===== config.mk =====
export PLATFORM = sky130hd
export DESIGN_NAME = program_counter_unit_flat
export DESIGN_NICKNAME = d
export VERILOG_FILES = /design/src/rtl/program_counter_unit_if.sv /design/src/rtl/program_counter_unit.sv /design/src/flat_wrapper.sv
export SDC_FILE = /design/constraint.sdc
export NUM_CORES = 1
export LEC_CHECK = 0
export CAP_MARGIN = 5
export CORE_UTILIZATION = 46
export DETAILED_ROUTE_END_ITERATION = 7
export PLACE_DENSITY_LB_ADDON = 0.12
export SYNTH_ARGS = -nofsm -noshare
export SYNTH_HDL_FRONTEND = slang
export SYNTH_SLANG_ARGS = --single-unit

===== constraint.sdc =====
create_clock -name clk -period 3.6 [get_ports clk]
set_clock_uncertainty 0.15 [all_clocks]
set_input_delay 0.72 -clock clk [delete_from_list [all_inputs] [get_ports clk]]
set_output_delay 0.72 -clock clk [all_outputs]
set_load 0.005 [all_outputs]

===== src/rtl/program_counter_unit_if.sv =====
// Decoder/bus-side signal bundle for program_counter_unit.
// The master modport is the decoder and memory side; the slave modport is the PC unit.
interface program_counter_unit_if;
  logic        pc_enable;
  logic        address_select;
  logic [15:0] memory_address;
  logic [7:0]  data_in;
  logic        pcl_latch;
  logic        pc_load;
  logic [15:0] address_bus;
  logic [15:0] pc;
  logic        pc_valid;

  modport master (
    output pc_enable, address_select, memory_address, data_in, pcl_latch, pc_load,
    input  address_bus, pc, pc_valid
  );

  modport slave (
    input  pc_enable, address_select, memory_address, data_in, pcl_latch, pc_load,
    output address_bus, pc, pc_valid
  );
endinterface


===== src/rtl/program_counter_unit.sv =====
// 16-bit program counter with address-bus mux, two-byte jump load and reset-vector fetch.
// Define RESET_VECTOR_FETCH_EN to fetch the start PC from RESET_VECTOR_ADDR; otherwise reset loads RESET_PC.
module program_counter_unit #(
  parameter logic [15:0] RESET_VECTOR_ADDR = 16'hFFFC,
  parameter logic [15:0] RESET_PC          = 16'h0000
) (
  input  logic                 clk,
  input  logic                 res,
  input  logic                 rdy,
  program_counter_unit_if.slave bus
);

  logic [15:0] pc_q;
  logic [15:0] run_pc_next;
  logic [15:0] run_addr;
  logic [7:0]  pcl_q;
  logic [7:0]  pcl_next;
  logic        running;

  // Normal-operation update: a load wins over an increment raised in the same cycle.
  // NOTE: always_comb assigns a default first so every path drives the output and no latch is inferred.
  always_comb begin
    run_pc_next = pc_q;
    if (bus.pc_load) begin
      run_pc_next = {bus.data_in, pcl_q};
    end else if (bus.pc_enable) begin
      run_pc_next = pc_q + 16'd1;
    end
  end

  assign run_addr = bus.address_select ? bus.memory_address : pc_q;
  assign pcl_next = (running && bus.pcl_latch) ? bus.data_in : pcl_q;

`ifdef RESET_VECTOR_FETCH_EN
  typedef enum logic [1:0] {S_VEC_LO, S_VEC_HI, S_RUN} state_t;

  state_t      state;
  state_t      state_next;
  logic [15:0] pc_next;
  logic [15:0] addr;
  logic        unused_reset_pc;

  // NOTE: sequential state uses non-blocking assignments so all registers update from pre-edge values.
  always_ff @(posedge clk) begin
    if (res) begin
      state <= S_VEC_LO;
      pc_q  <= 16'h0000;
      pcl_q <= 8'h00;
    end else if (rdy) begin
      state <= state_next;
      pc_q  <= pc_next;
      pcl_q <= pcl_next;
    end
  end

  always_comb begin
    state_next = state;
    pc_next    = pc_q;
    addr       = pc_q;
    case (state)
      S_VEC_LO: begin
        addr       = RESET_VECTOR_ADDR;
        pc_next    = {pc_q[15:8], bus.data_in};
        state_next = S_VEC_HI;
      end
      S_VEC_HI: begin
        addr       = RESET_VECTOR_ADDR + 16'd1;
        pc_next    = {bus.data_in, pc_q[7:0]};
        state_next = S_RUN;
      end
      S_RUN: begin
        addr    = run_addr;
        pc_next = run_pc_next;
      end
      default: state_next = S_VEC_LO;
    endcase
  end

  assign running         = (state == S_RUN);
  assign bus.address_bus = addr;
  assign unused_reset_pc = ^RESET_PC;
`else
  logic unused_vector_addr;

  // Without the vector fetch the unit is live from the reset edge onward.
  always_ff @(posedge clk) begin
    if (res) begin
      running <= 1'b1;
      pc_q    <= RESET_PC;
      pcl_q   <= 8'h00;
    end else if (rdy) begin
      pc_q  <= run_pc_next;
      pcl_q <= pcl_next;
    end
  end

  assign bus.address_bus    = run_addr;
  assign unused_vector_addr = ^RESET_VECTOR_ADDR;
`endif

  assign bus.pc       = pc_q;
  assign bus.pc_valid = running;

endmodule


===== src/flat_wrapper.sv =====
// flat-port wrapper written by rule: the top's interface ports become plain ports
module program_counter_unit_flat 
#(
  parameter logic [15:0] RESET_VECTOR_ADDR = 16'hFFFC,
  parameter logic [15:0] RESET_PC          = 16'h0000
)
  (clk, res, rdy, bus_pc_enable, bus_address_select, bus_memory_address, bus_data_in, bus_pcl_latch, bus_pc_load, bus_address_bus, bus_pc, bus_pc_valid);
  program_counter_unit_if bus_i ();
  input  logic clk;
  input  logic res;
  input  logic rdy;
  input wire logic [$bits(bus_i.pc_enable)-1:0] bus_pc_enable;
  input wire logic [$bits(bus_i.address_select)-1:0] bus_address_select;
  input wire logic [$bits(bus_i.memory_address)-1:0] bus_memory_address;
  input wire logic [$bits(bus_i.data_in)-1:0] bus_data_in;
  input wire logic [$bits(bus_i.pcl_latch)-1:0] bus_pcl_latch;
  input wire logic [$bits(bus_i.pc_load)-1:0] bus_pc_load;
  output wire logic [$bits(bus_i.address_bus)-1:0] bus_address_bus;
  output wire logic [$bits(bus_i.pc)-1:0] bus_pc;
  output wire logic [$bits(bus_i.pc_valid)-1:0] bus_pc_valid;
  assign bus_i.pc_enable = bus_pc_enable;
  assign bus_i.address_select = bus_address_select;
  assign bus_i.memory_address = bus_memory_address;
  assign bus_i.data_in = bus_data_in;
  assign bus_i.pcl_latch = bus_pcl_latch;
  assign bus_i.pc_load = bus_pc_load;
  assign bus_address_bus = bus_i.address_bus;
  assign bus_pc = bus_i.pc;
  assign bus_pc_valid = bus_i.pc_valid;
  program_counter_unit #(.RESET_VECTOR_ADDR(RESET_VECTOR_ADDR), .RESET_PC(RESET_PC)) u_core (.clk(clk), .res(res), .rdy(rdy), .bus(bus_i));
endmodule

; After elaboration in Yosys (flattened, before gate mapping)
; Index checks and enable logic that the tools add are counted.
[word_totals]
regBits = 24
inputBits = 31
output_inout_bits = 33
elab_cells = 9
[classes]
add_sub_neg = 1
mux = 3
reduce_logical = 3
[op_table]
columns = cell, count
row1 = 16-bit 2-to-1 mux, 3
row2 = "16-bit by 1-bit adder with 16-bit output, second input constant", 1
row3 = 2-bit AND reduction, 2
row4 = 2-bit nonzero test, 1

; Longest topological paths before layout
[logic_depth]
depth_word = 3
depth_mapped = 7
mapped_depth_nobuf = 5

; Worst setup path before layout
; No wires, ideal clock.
[synth_path]
path_kind = input-to-output
startpoint = input bus_address_select
endpoint = output bus_address_bus[10]
arrival_ns = 1.698
required_ns = 2.730
path_slack_ns = 1.032
cell_stages = 3
path_buffers = 2
path_cell_list = clkbuf_1 > buf_1 > mux2_2
[synth_via]
elab_chain_cells = 1
[synth_rtl]
columns = element, line_no
row1 = start: declaration, flat_wrapper.sv:13  ; input wire logic [$bits(bus_i.address_select)-1:0] bus_address_select;
row2 = 16-bit 2-to-1 mux, program_counter_unit.sv:31  ; assign run_addr = bus.address_select ? bus.memory_address : pc_q;
row3 = end: declaration, flat_wrapper.sv:18  ; output wire logic [$bits(bus_i.address_bus)-1:0] bus_address_bus;
; Every way passes these cells.

; Worst setup path after layout
[layout_path]
startpoint = input bus_address_select
endpoint = output bus_address_bus[13]
; Same word-level chain as after synthesis.

==> impl_metrics.yaml <==
floorplan:
  die_h_microns: 59.11
  rows: 20
  initial_utilization_pct: 48.74
  die_w_microns: 59.11
  coreArea_sq_mm: 0.003078
  die_area_sq_mm: 0.003493
  io_pins: 64
cts:
  clock_latency_ns: 0.32
  clockRootBuffer: "clkbuf_4"
  cts_setup_buffers: 0
  htree_levels: 1
  clk_pin_slew_ns: 0.13
  clock_sinks: 24
  cts_tree: "done"
  cts_buffers: 3
  cts_resized: 0
  cts_hold_buf: 0
  cts_buffer_depth: 2
yosys:
  synth_nets: 217
  ys_async_sr_fraction_pct: 0
  synth-main-ff-cell: "dfxtp_1"
  synth_cell_types: 39
  synth_edf_count: 0
  yosys_warnings: 0
  ys_seq_area_share_pct: 32.03
  synth-seq-cells: 24
  avgSynthCellArea_sq_um: 8.109
  syn_area_sq_mm: 0.001500
  synthCells: 185
grt:
  gr-usage-met1_pct: 32.39
  antenna_found_initial: 0
  top_usage_layer: "met2"
  use_met3_pct: 3.712
  grt_first_pass_wirelength_mm: 6.686
  grt_overflow: 0
  grt_start_max_net_pins: 27
  grt_use_total_pct: 24.95
  grt_pass1_vias: 1478
  met2_usage_pct: 42.86
setup_path:
  cpMostUsedCell: "clkdlybuf4s50_1"
  arrival_ns: 2.22
  crit_fanout: 16
  rr_startpoint: "u_core.bus.pc[0]"
  path_cells: "clkdlybuf4s50_1 -> buf_4 -> mux2_2 -> clkdlybuf4s50_1"
  crit_path_top_delay_cell: "clkdlybuf4s50_1"
  cp-startpoint: "bus_address_select"
  max_stage_delay_ns: 0.46
  cp.required_ns: 2.73
  startpoint_type: "input pin"
  critPathKind: "in -> out"
  end_kind: "output pin"
power:
  cellPowerDensity_mw_per_mm2: 264.7
  combPwrFrac_pct: 27.2
  pwr-share-clk_pct: 21.3
  max-vdd-ir-drop_mv: 0.1500
  power.total_mw: 0.5692
  leakage_nw: 0.7605
  intPower_mw: 0.4114
  p_sw_mw: 0.1578
  p_seq_share_pct: 51.5
  netSwitchingFraction_pct: 27.72
detailed_routing:
  drt_pass1_iterations: 4
  antenna_left: 0
  drtIter0Drc: 88
  vias_per_cell: 6.021
  vias: 1698
  routed_wl_mm: 4.325
  drc: 0
  post_drt_wl_per_cell_microns: 15.34
timing:
  layout_min_cycle_time_ns: 3.089
  max_freq_mhz: 323.7
  drv_slew: 0
  timing_hold_violations_final: 0
  tightest_slew_ns: 0.8596
  fin_crit_sh_pct: 85.81
  rsz0062_at_grt: "false"
  tns_ns: 0
  setup-violations-final: 0
  setup_ws_ns: 0.5107
  relSlewSlack_pct: 42.51
place:
  place_ws_ns: 0.5066
  dp_hpwl_mm: 3.215
  dp_cells: 279
  gp_congestion: 0.8490
  numPortBuffers: 62
final_layout:
  final_cell_mix: "clkdlybuf4s50_1 (62), dfxtp_1 (24), nand2_1 (22)"
  final_layout_size_suffix_gt1_share_pct: 10.50
  layout_commonest_cell: "clkdlybuf4s50_1"
  layout.nets: 272
  instances_no_fill: 282
  syn_to_final_growth_pct: 43.37
  fillerInstances: 271
  antenna_cells: 0
min_path:
  worstHoldPathType: "reg -> reg"
  hold_path.startpoint: "u_core.pcl_q[5]"
status:
  outcome: "finished, final reports clean"
run:
  drv_cap: 0
worst paths after layout:
check | end | slack [ns] | depth (start not counted)
setup / recovery | bus_address_bus[13] | 0.51 | 4
hold / removal | u_core.pcl_q[5] | 0.31 | 2
setup reg to reg | u_core.bus.pc[14] | 1.57 | 5
hold reg to reg | u_core.pcl_q[5] | 0.31 | 2
logic make-up (layout without fill, tap and decap cells):
kind of cell               Yosys count  after routing  share of synthesized area, %
muxes                               17             17                         12.68
AOI/OAI and AO/OA                   56             56                         24.52
and+or+nand+nor                     68             68                         24.02
DFF                                 24             24                         32.03
adders and majority gates            1              1                        0.8339
buffers and inverters               18             71                         5.671
other                                1              1                        0.2500
through the flow:
stage | utilization, % | hold slack [ns] | area (sq um)
3_5_place_dp | 69.15 | 0.2991 | 2128
4_1_cts | 69.88 | 0.3167 | 2151
3_3_place_gp | 69.15 | 0.2917 | 2128
2_1_floorplan | - | 0.2819 | 1500
6_report | 69.88 | 0.3140 | 2151
5_1_grt | 69.88 | 0.3437 | 2151
layer usage:
| layer | wire [microns] | vias up |
|---|---|---|
| met2 | 2103 | 84 |
| met4 | 38 | 0 |
| met3 | 311 | 6 |
| met5 | 0 | - |
| li1 | - | 818 |
| met1 | 1871 | 790 |
power by group through the flow:
stage               Combinational, mW  Sequential (mW)  Clock (mW)
finish                          0.155            0.293       0.121
global route                    0.167            0.295       0.128
CTS                             0.154            0.293       0.121
detailed placement              0.154            0.299           0
global placement                0.150            0.298           0
floorplan                      0.0672            0.295           0
registers in the layout (all words and copies together) (netlist names):
name	flops
u_core.pcl_q	8
u_core.bus.pc	16
layout make-up:
| cell class | instances | area (sq um) | share of cell area [%] |
|---|---|---|---|
| multi-input combinational | 143 | 934.6 | 43.46 |
| timing repair buffer | 66 | 650.6 | 30.25 |
| sequential | 24 | 480.5 | 22.34 |
| tap | 44 | 55.05 | 2.560 |
| clock buffer | 3 | 22.52 | 1.047 |
| inverter | 2 | 7.507 | 0.3490 |
synth_stat cells, drive strengths merged, types with 2 or more instances:
cell | n | area share, %
dfxtp | 24 | 32
nand2 | 23 | 6.3
a21oi | 17 | 5.7
mux2 | 16 | 12
nand3 | 15 | 5.0
clkbuf | 10 | 2.5
o21ai | 9 | 3.0
a31oi | 7 | 2.9
buf | 6 | 2.7
nand4 | 6 | 2.5
and3 | 5 | 2.2
nor2 | 5 | 1.3
or4 | 5 | 2.5
a32o | 4 | 2.7
o31ai | 4 | 2.0
or3 | 4 | 1.7
a21o | 3 | 1.5
and4 | 3 | 1.8
o311ai | 3 | 1.8
a211oi | 2 | 1.0
inv | 2 | 0.50
o41ai | 2 | 1.2
worst max-delay path, delay by kind of cell:
family | cells | cell delay (ns)
mux | 1 | 0.36
buf+inv | 3 | 1.14
Note: power is estimated with default switching activity, not from simulation.
